--- config.mk ---
export PLATFORM = sky130hd
export DESIGN_NAME = halt_dump_streamer
export DESIGN_NICKNAME = d
export VERILOG_FILES = /design/src/rtl/halt_dump_streamer.sv
export SDC_FILE = /design/constraint.sdc
export NUM_CORES = 1
export LEC_CHECK = 0
export BUFFER_PORTS_ARGS = -buffer_cell sky130_fd_sc_hd__buf_2
export CAP_MARGIN = 30
export CORE_ASPECT_RATIO = 0.7
export CORE_MARGIN = 10
export CORE_UTILIZATION = 35
export CTS_CLUSTER_DIAMETER = 80
export DETAILED_ROUTE_END_ITERATION = 6
export SYNTH_ARGS = -nofsm -noshare
export SYNTH_HDL_FRONTEND = slang
export SYNTH_SLANG_ARGS = --single-unit
--- constraint.sdc ---
create_clock -name clk -period 1.7 [get_ports clk]
set_input_delay 0.085 -clock clk [delete_from_list [all_inputs] [get_ports clk]]
set_output_delay 0.085 -clock clk [all_outputs]
set_load 0.05 [all_outputs]
--- src/rtl/halt_dump_streamer.sv ---
// halt_dump_streamer
// On a rising edge of the CPU halted flag, snapshots the eight CPU registers
// (A..G, Temp) and streams them as bytes, followed by a contiguous RAM window
// read through a one-cycle-latency read port. Output is a valid/ready byte
// stream with dump_last marking the final byte.
//
// Optional build macro: DUMP_CHECKSUM_EN
//   defined   -> a trailing byte (-sum of all streamed bytes) mod 256 is
//                appended and carries dump_last, so the whole stream sums to 0.
//   undefined -> dump_last rides on the last RAM byte.
//
// state    | meaning
// ---------+-------------------------------------------------------------
// IDLE     | waiting for halted rising edge
// REGS     | presenting snapshot bytes 0..7, each held until accepted
// MEM_REQ  | ram_rd strobe high for one cycle at the current address
// MEM_WAIT | read data arrives, captured into dump_data
// MEM_OUT  | RAM byte held until accepted
// CSUM     | checksum byte held until accepted (checksum build only)
// DONE     | dump finished, wait for halted to drop before re-arming

module halt_dump_streamer #(
    parameter int ADDR_W     = 8,
    parameter int DUMP_START = 0,
    parameter int DUMP_LEN   = 16
) (
    input  logic              clk,
    input  logic              reset_n,
    input  logic              halted,
    input  logic [63:0]       regs,
    output logic [ADDR_W-1:0] ram_addr,
    output logic              ram_rd,
    input  logic [7:0]        ram_rdata,
    output logic              dump_valid,
    input  logic              dump_ready,
    output logic [7:0]        dump_data,
    output logic              dump_last,
    output logic              busy
);

    // Count needs to hold DUMP_LEN itself, which may equal 2**ADDR_W.
    localparam int                CNT_W      = ADDR_W + 1;
    localparam logic [ADDR_W-1:0] START_ADDR = ADDR_W'(DUMP_START);
    localparam logic [CNT_W-1:0]  LEN_CNT    = CNT_W'(DUMP_LEN);
    localparam logic [CNT_W-1:0]  CNT_ONE    = CNT_W'(1);

`ifdef DUMP_CHECKSUM_EN
    typedef enum logic [2:0] {
        S_IDLE, S_REGS, S_MEM_REQ, S_MEM_WAIT, S_MEM_OUT, S_CSUM, S_DONE
    } state_t;
`else
    typedef enum logic [2:0] {
        S_IDLE, S_REGS, S_MEM_REQ, S_MEM_WAIT, S_MEM_OUT, S_DONE
    } state_t;
`endif

    state_t            state_q;
    logic              halted_q;
    logic [63:0]       snap_q;
    logic [2:0]        reg_idx_q;
    logic [CNT_W-1:0]  remain_q;
    logic [ADDR_W-1:0] ram_addr_q;
    logic              ram_rd_q;
    logic              dump_valid_q;
    logic [7:0]        dump_data_q;
    logic              dump_last_q;
    logic              busy_q;

    logic              halt_rise_d;
    logic              accept_d;
    logic [2:0]        reg_idx_d;
    logic [7:0]        next_reg_byte_d;

    assign halt_rise_d     = halted & ~halted_q;
    assign accept_d        = dump_valid_q & dump_ready;
    assign reg_idx_d       = reg_idx_q + 3'd1;
    assign next_reg_byte_d = snap_q[{reg_idx_d, 3'b000} +: 8];

`ifdef DUMP_CHECKSUM_EN
    logic [7:0] sum_q;
    logic [7:0] csum_d;

    // Checksum byte makes the sum of every streamed byte equal zero.
    assign csum_d = 8'd0 - (sum_q + dump_data_q);

    // Running sum of accepted bytes, cleared when a new dump starts.
    always_ff @(posedge clk or negedge reset_n) begin
        if (!reset_n) begin
            sum_q <= 8'd0;
        end else if (state_q == S_IDLE && halt_rise_d) begin
            sum_q <= 8'd0;
        end else if (accept_d) begin
            sum_q <= sum_q + dump_data_q;
        end
    end
`endif

    // Registered copy of halted for edge detection. Resets high so a CPU that
    // is already halted when reset releases does not look like a new halt.
    always_ff @(posedge clk or negedge reset_n) begin
        if (!reset_n) begin
            halted_q <= 1'b1;
        end else begin
            halted_q <= halted;
        end
    end

    // Dump sequencer with registered stream and RAM-port outputs.
    always_ff @(posedge clk or negedge reset_n) begin
        if (!reset_n) begin
            state_q      <= S_IDLE;
            snap_q       <= 64'd0;
            reg_idx_q    <= 3'd0;
            remain_q     <= '0;
            ram_addr_q   <= '0;
            ram_rd_q     <= 1'b0;
            dump_valid_q <= 1'b0;
            dump_data_q  <= 8'd0;
            dump_last_q  <= 1'b0;
            busy_q       <= 1'b0;
        end else begin
            ram_rd_q <= 1'b0;
            case (state_q)
                S_IDLE: begin
                    if (halt_rise_d) begin
                        snap_q       <= regs;
                        reg_idx_q    <= 3'd0;
                        remain_q     <= LEN_CNT;
                        dump_data_q  <= regs[7:0];
                        dump_valid_q <= 1'b1;
                        dump_last_q  <= 1'b0;
                        busy_q       <= 1'b1;
                        state_q      <= S_REGS;
                    end
                end
                S_REGS: begin
                    if (accept_d) begin
                        if (reg_idx_q == 3'd7) begin
                            dump_valid_q <= 1'b0;
                            ram_addr_q   <= START_ADDR;
                            ram_rd_q     <= 1'b1;
                            state_q      <= S_MEM_REQ;
                        end else begin
                            reg_idx_q   <= reg_idx_d;
                            dump_data_q <= next_reg_byte_d;
                        end
                    end
                end
                S_MEM_REQ: begin
                    state_q <= S_MEM_WAIT;
                end
                S_MEM_WAIT: begin
                    dump_data_q  <= ram_rdata;
                    dump_valid_q <= 1'b1;
`ifdef DUMP_CHECKSUM_EN
                    dump_last_q  <= 1'b0;
`else
                    dump_last_q  <= (remain_q == CNT_ONE);
`endif
                    state_q      <= S_MEM_OUT;
                end
                S_MEM_OUT: begin
                    if (accept_d) begin
                        remain_q <= remain_q - CNT_ONE;
                        if (remain_q == CNT_ONE) begin
`ifdef DUMP_CHECKSUM_EN
                            dump_data_q  <= csum_d;
                            dump_valid_q <= 1'b1;
                            dump_last_q  <= 1'b1;
                            state_q      <= S_CSUM;
`else
                            dump_valid_q <= 1'b0;
                            dump_last_q  <= 1'b0;
                            busy_q       <= 1'b0;
                            state_q      <= S_DONE;
`endif
                        end else begin
                            dump_valid_q <= 1'b0;
                            ram_addr_q   <= ram_addr_q + 1'b1;
                            ram_rd_q     <= 1'b1;
                            state_q      <= S_MEM_REQ;
                        end
                    end
                end
`ifdef DUMP_CHECKSUM_EN
                S_CSUM: begin
                    if (accept_d) begin
                        dump_valid_q <= 1'b0;
                        dump_last_q  <= 1'b0;
                        busy_q       <= 1'b0;
                        state_q      <= S_DONE;
                    end
                end
`endif
                S_DONE: begin
                    if (!halted) begin
                        state_q <= S_IDLE;
                    end
                end
                default: begin
                    state_q <= S_IDLE;
                end
            endcase
        end
    end

    assign ram_addr   = ram_addr_q;
    assign ram_rd     = ram_rd_q;
    assign dump_valid = dump_valid_q;
    assign dump_data  = dump_data_q;
    assign dump_last  = dump_last_q;
    assign busy       = busy_q;

endmodule
==> run_results.csv <==
group,metric,value,unit
place,place_inst,825,
logic_synthesis,ys_warn_count,0,
timing,fin_crit_sh,106,%
timing,fin_crit,1800,ps
logic_synthesis,synth_cells,515,
logic_synthesis,netlist.area_leader.share,50.4,%
routing,routed_wl,16900,microns
power,p_leak,3.86,nW
timing,rsz0062_at_grt,"true",
global_routing,groute.layer.met1.usage,23.1,%
global_routing,busiest_layer,"met1",
timing,fmax,557,MHz
worst_setup_path,cp-start-kind,"flop",
die,core_area,13800,sq um
run,max_cap_violations,0,
worst_setup_path,r2r_end,"snap_q[10]$_DFFE_PN0P_",
finish,drive_above_1_share,47.3,%
timing,final_max_slew_viol_count,0,
die,boundaryPins,96,
logic_synthesis,ys_ff_latch,100,
clock_network,cts_root_buf,"clkbuf_16",
worst_setup_path,path_buf_inv,2,
worst_setup_path,worstPathMaxFanout,8,
worst_setup_path,cpPeakStageDelay,600,ps
worst_setup_path,cp-end-kind,"flop",
finish,diodes,0,
routing,drt_drc_violations_left,0,
logic_synthesis,yosys.area.top_type,"dfrtp_1",
worst_setup_path,crit_path_cell_trace,"or4b_4, nor2_4, buf_8, clkbuf_16, nand2_4, nand2_2",
clock_network,cts_sinks,100,
run_status,violations,"setup timing",
die,rows,36,
logic_synthesis,synth_enable_flop_cells,0,
timing,layout_setup_ws,-96.0,ps
logic_synthesis,synthFlopType,"dfrtp_1",
power,power.density,1430,nW/um^2
worst_setup_path,critPathSlowestCell,"or4b_4",
global_routing,track_usage,16.0,%
logic_synthesis,seq_area_frac_synth,50.9,%
timing,worst_pin_slew,365,ps
place,post-dp-hpwl,10900,microns
global_routing,grt_remaining_overflow,0,
timing,finalSetupTns,-2900,ps
logic_synthesis,syn_nets,596,
timing,relSlewSlack,75.7,%
die,die_h,119,microns
die,die_x,162,microns
worst_setup_path,cp.required,1990,ps
global_routing,grt_pass1_vias,4674,
worst_setup_path,path_delay_family,"simple AND/OR/NAND/NOR gates",
die,dieArea,19300,sq um
worst_setup_path,crit_type,"flop to flop",
power,total_power,11.3,mW
run_status,status,"finished with violations",
global_routing,grt_pass1_wl,25000,microns
logic_synthesis,synthTopCellsByCount,"nand2_1, dfrtp_1, nor2_1, mux4_2",
clock_network,cts_max_path_buffers,2,
timing,clock_skew,10.2,ps
worst_setup_path,rrSetupSlack,-100,ps
clock_network,clk-insertion-delay-late,350,ps
logic_synthesis,synth_area,4920,sq um
worst_setup_path,cp-startpoint,"state_q[1]$_DFFE_PN0P_",
timing,hold_viol,0,
finish,syn2layout_area_growth,60.9,%
power,ir_drop,0.000610,V
die,initial_core_util,35.6,%
routing,num_vias,4778,
global_routing,grt_start_max_net_pins,70,
global_routing,met2_usage,23.1,%
routing,avgRoutedWirePerCell,18.2,microns
global_routing,globalRouteMet3Util,4.54,%
place,gp_congestion,0.862,
timing,setup_viol,72,
clock_network,cts_max_level,3,
timing,hold_slack,186,ps
place,io_buffers,95,
worst_setup_path,worstRegToRegCells,6,
finish,final_nets,816,
routing,vias_per_cell,5.14,
logic_synthesis,yosysUniqueCellTypes,55,
clock_network,path_clk_slew,70,ps
logic_synthesis,synth.area.top_cells,"dfrtp_1, nand2_1, mux4_2",
routing,drt.antenna.violating_nets,0,
logic_synthesis,async_flop_share,100,%
logic_synthesis,avgSynthCellArea,9.55,sq um
routing,drtIter0Drc,458,
finish,instances_no_fill,930,
clock_network,cts_tree,"built",
clock_network,cts_made_buffers,9,
logic_synthesis,synth_most_common_cell,"nand2_1",
worst_setup_path,r2r-start,"state_q[1]$_DFFE_PN0P_",
global_routing,antenna_found_initial,0,
worst_setup_path,crit_arrival,2090,ps
routing,dr.pass1.iters,5,
hold_path,hold_class,"input pin to async pin",
-- report_power, final --
part           total, mW  switching, mW  internal (mW)
logic               5.01           2.61           2.40
registers           4.09          0.751           3.34
clock network       2.19          0.979           1.21
-- area by class of cell --
class / instances / area [sq um]
Inverter: 5 / 18.8
Clock buffer: 10 / 239
Tap cell: 190 / 238
Clock inverter: 6 / 76.3
Fill cell: 1157 / 5910
Multi-Input combinational cell: 379 / 2830
Timing Repair Buffer: 240 / 2000
Sequential cell: 100 / 2510
-- cells by family after synthesis --
family	after synthesis	synth area share (%)
AO/OA/AOI/OAI	78	11.5
buffers and inverters	37	3.79
adder cells (fa/ha/maj)	5	1.27
flip-flops	100	50.9
XOR/XNOR	3	0.534
multiplexers	20	8.14
AND/OR/NAND/NOR	272	23.9
-- how the worst max path moves through the flow --
| stage | endpoint | depth (start not counted) |
|---|---|---|
| 2_1_floorplan | dump_data[6]$_DFFE_PN0P_ | 6 |
| 3_3_place_gp | dump_data[3]$_DFFE_PN0P_ | 6 |
| 3_5_place_dp | dump_data[3]$_DFFE_PN0P_ | 6 |
| 4_1_cts | dump_data[6]$_DFFE_PN0P_ | 6 |
| 5_1_grt | snap_q[2]$_DFFE_PN0P_ | 6 |
| 6_report | snap_q[10]$_DFFE_PN0P_ | 6 |
-- flip-flops by register name, indices dropped and copies added (netlist names) --
register and count:
snap_q 64, remain_q 9, dump_data 8, ram_addr 8
reg_idx_q 3, state_q 3, busy 1, dump_last 1
dump_valid 1, halted_q 1, ram_rd 1
-- layer usage --
layer / routed length (microns) / up-vias
li1: - / 2208
met1: 8020 / 2372
met2: 7580 / 185
met3: 1190 / 13
met4: 125 / 0
met5: 0 / -
-- repair_timing --
item | 4_1_cts | 5_1_grt
hold buffers | 66 | 0
hold endpoints to repair | 87 | 0
pin swaps | 18 | 90
setup endpoints to repair | 38 | 95
gates cloned | 1 | 11
resized for setup | 35 | 160
setup buffers | 5 | 7
-- through the flow --
stage          cell area, sq um  setup slack [ps]  util [%]
2_1_floorplan              4940             -49.4         -
3_3_place_gp               5970             -98.6      43.2
3_5_place_dp               5970              -119      43.2
4_1_cts                    7110             -66.5      51.4
5_1_grt                    7910              -144      57.2
6_report                   7910             -96.0      57.2
-- cell usage in the layout, fill, tap and decap left out, types with 6 or more instances in the layout --
master / n
a31oi_1: 11
dfrtp_1: 95
nand2_1: 118
a221o_1: 7
buf_2: 94
nand3_1: 9
nand2_2: 64
dlygate4sd3_1: 66
buf_6: 16
nor2_1: 17
buf_4: 49
buf_12: 7
a21oi_2: 6
clkbuf_16: 15
o21ai_1: 10
mux4_2: 16
a21oi_1: 9
nand2_4: 30
Note: power is estimated with default switching activity, not from simulation.
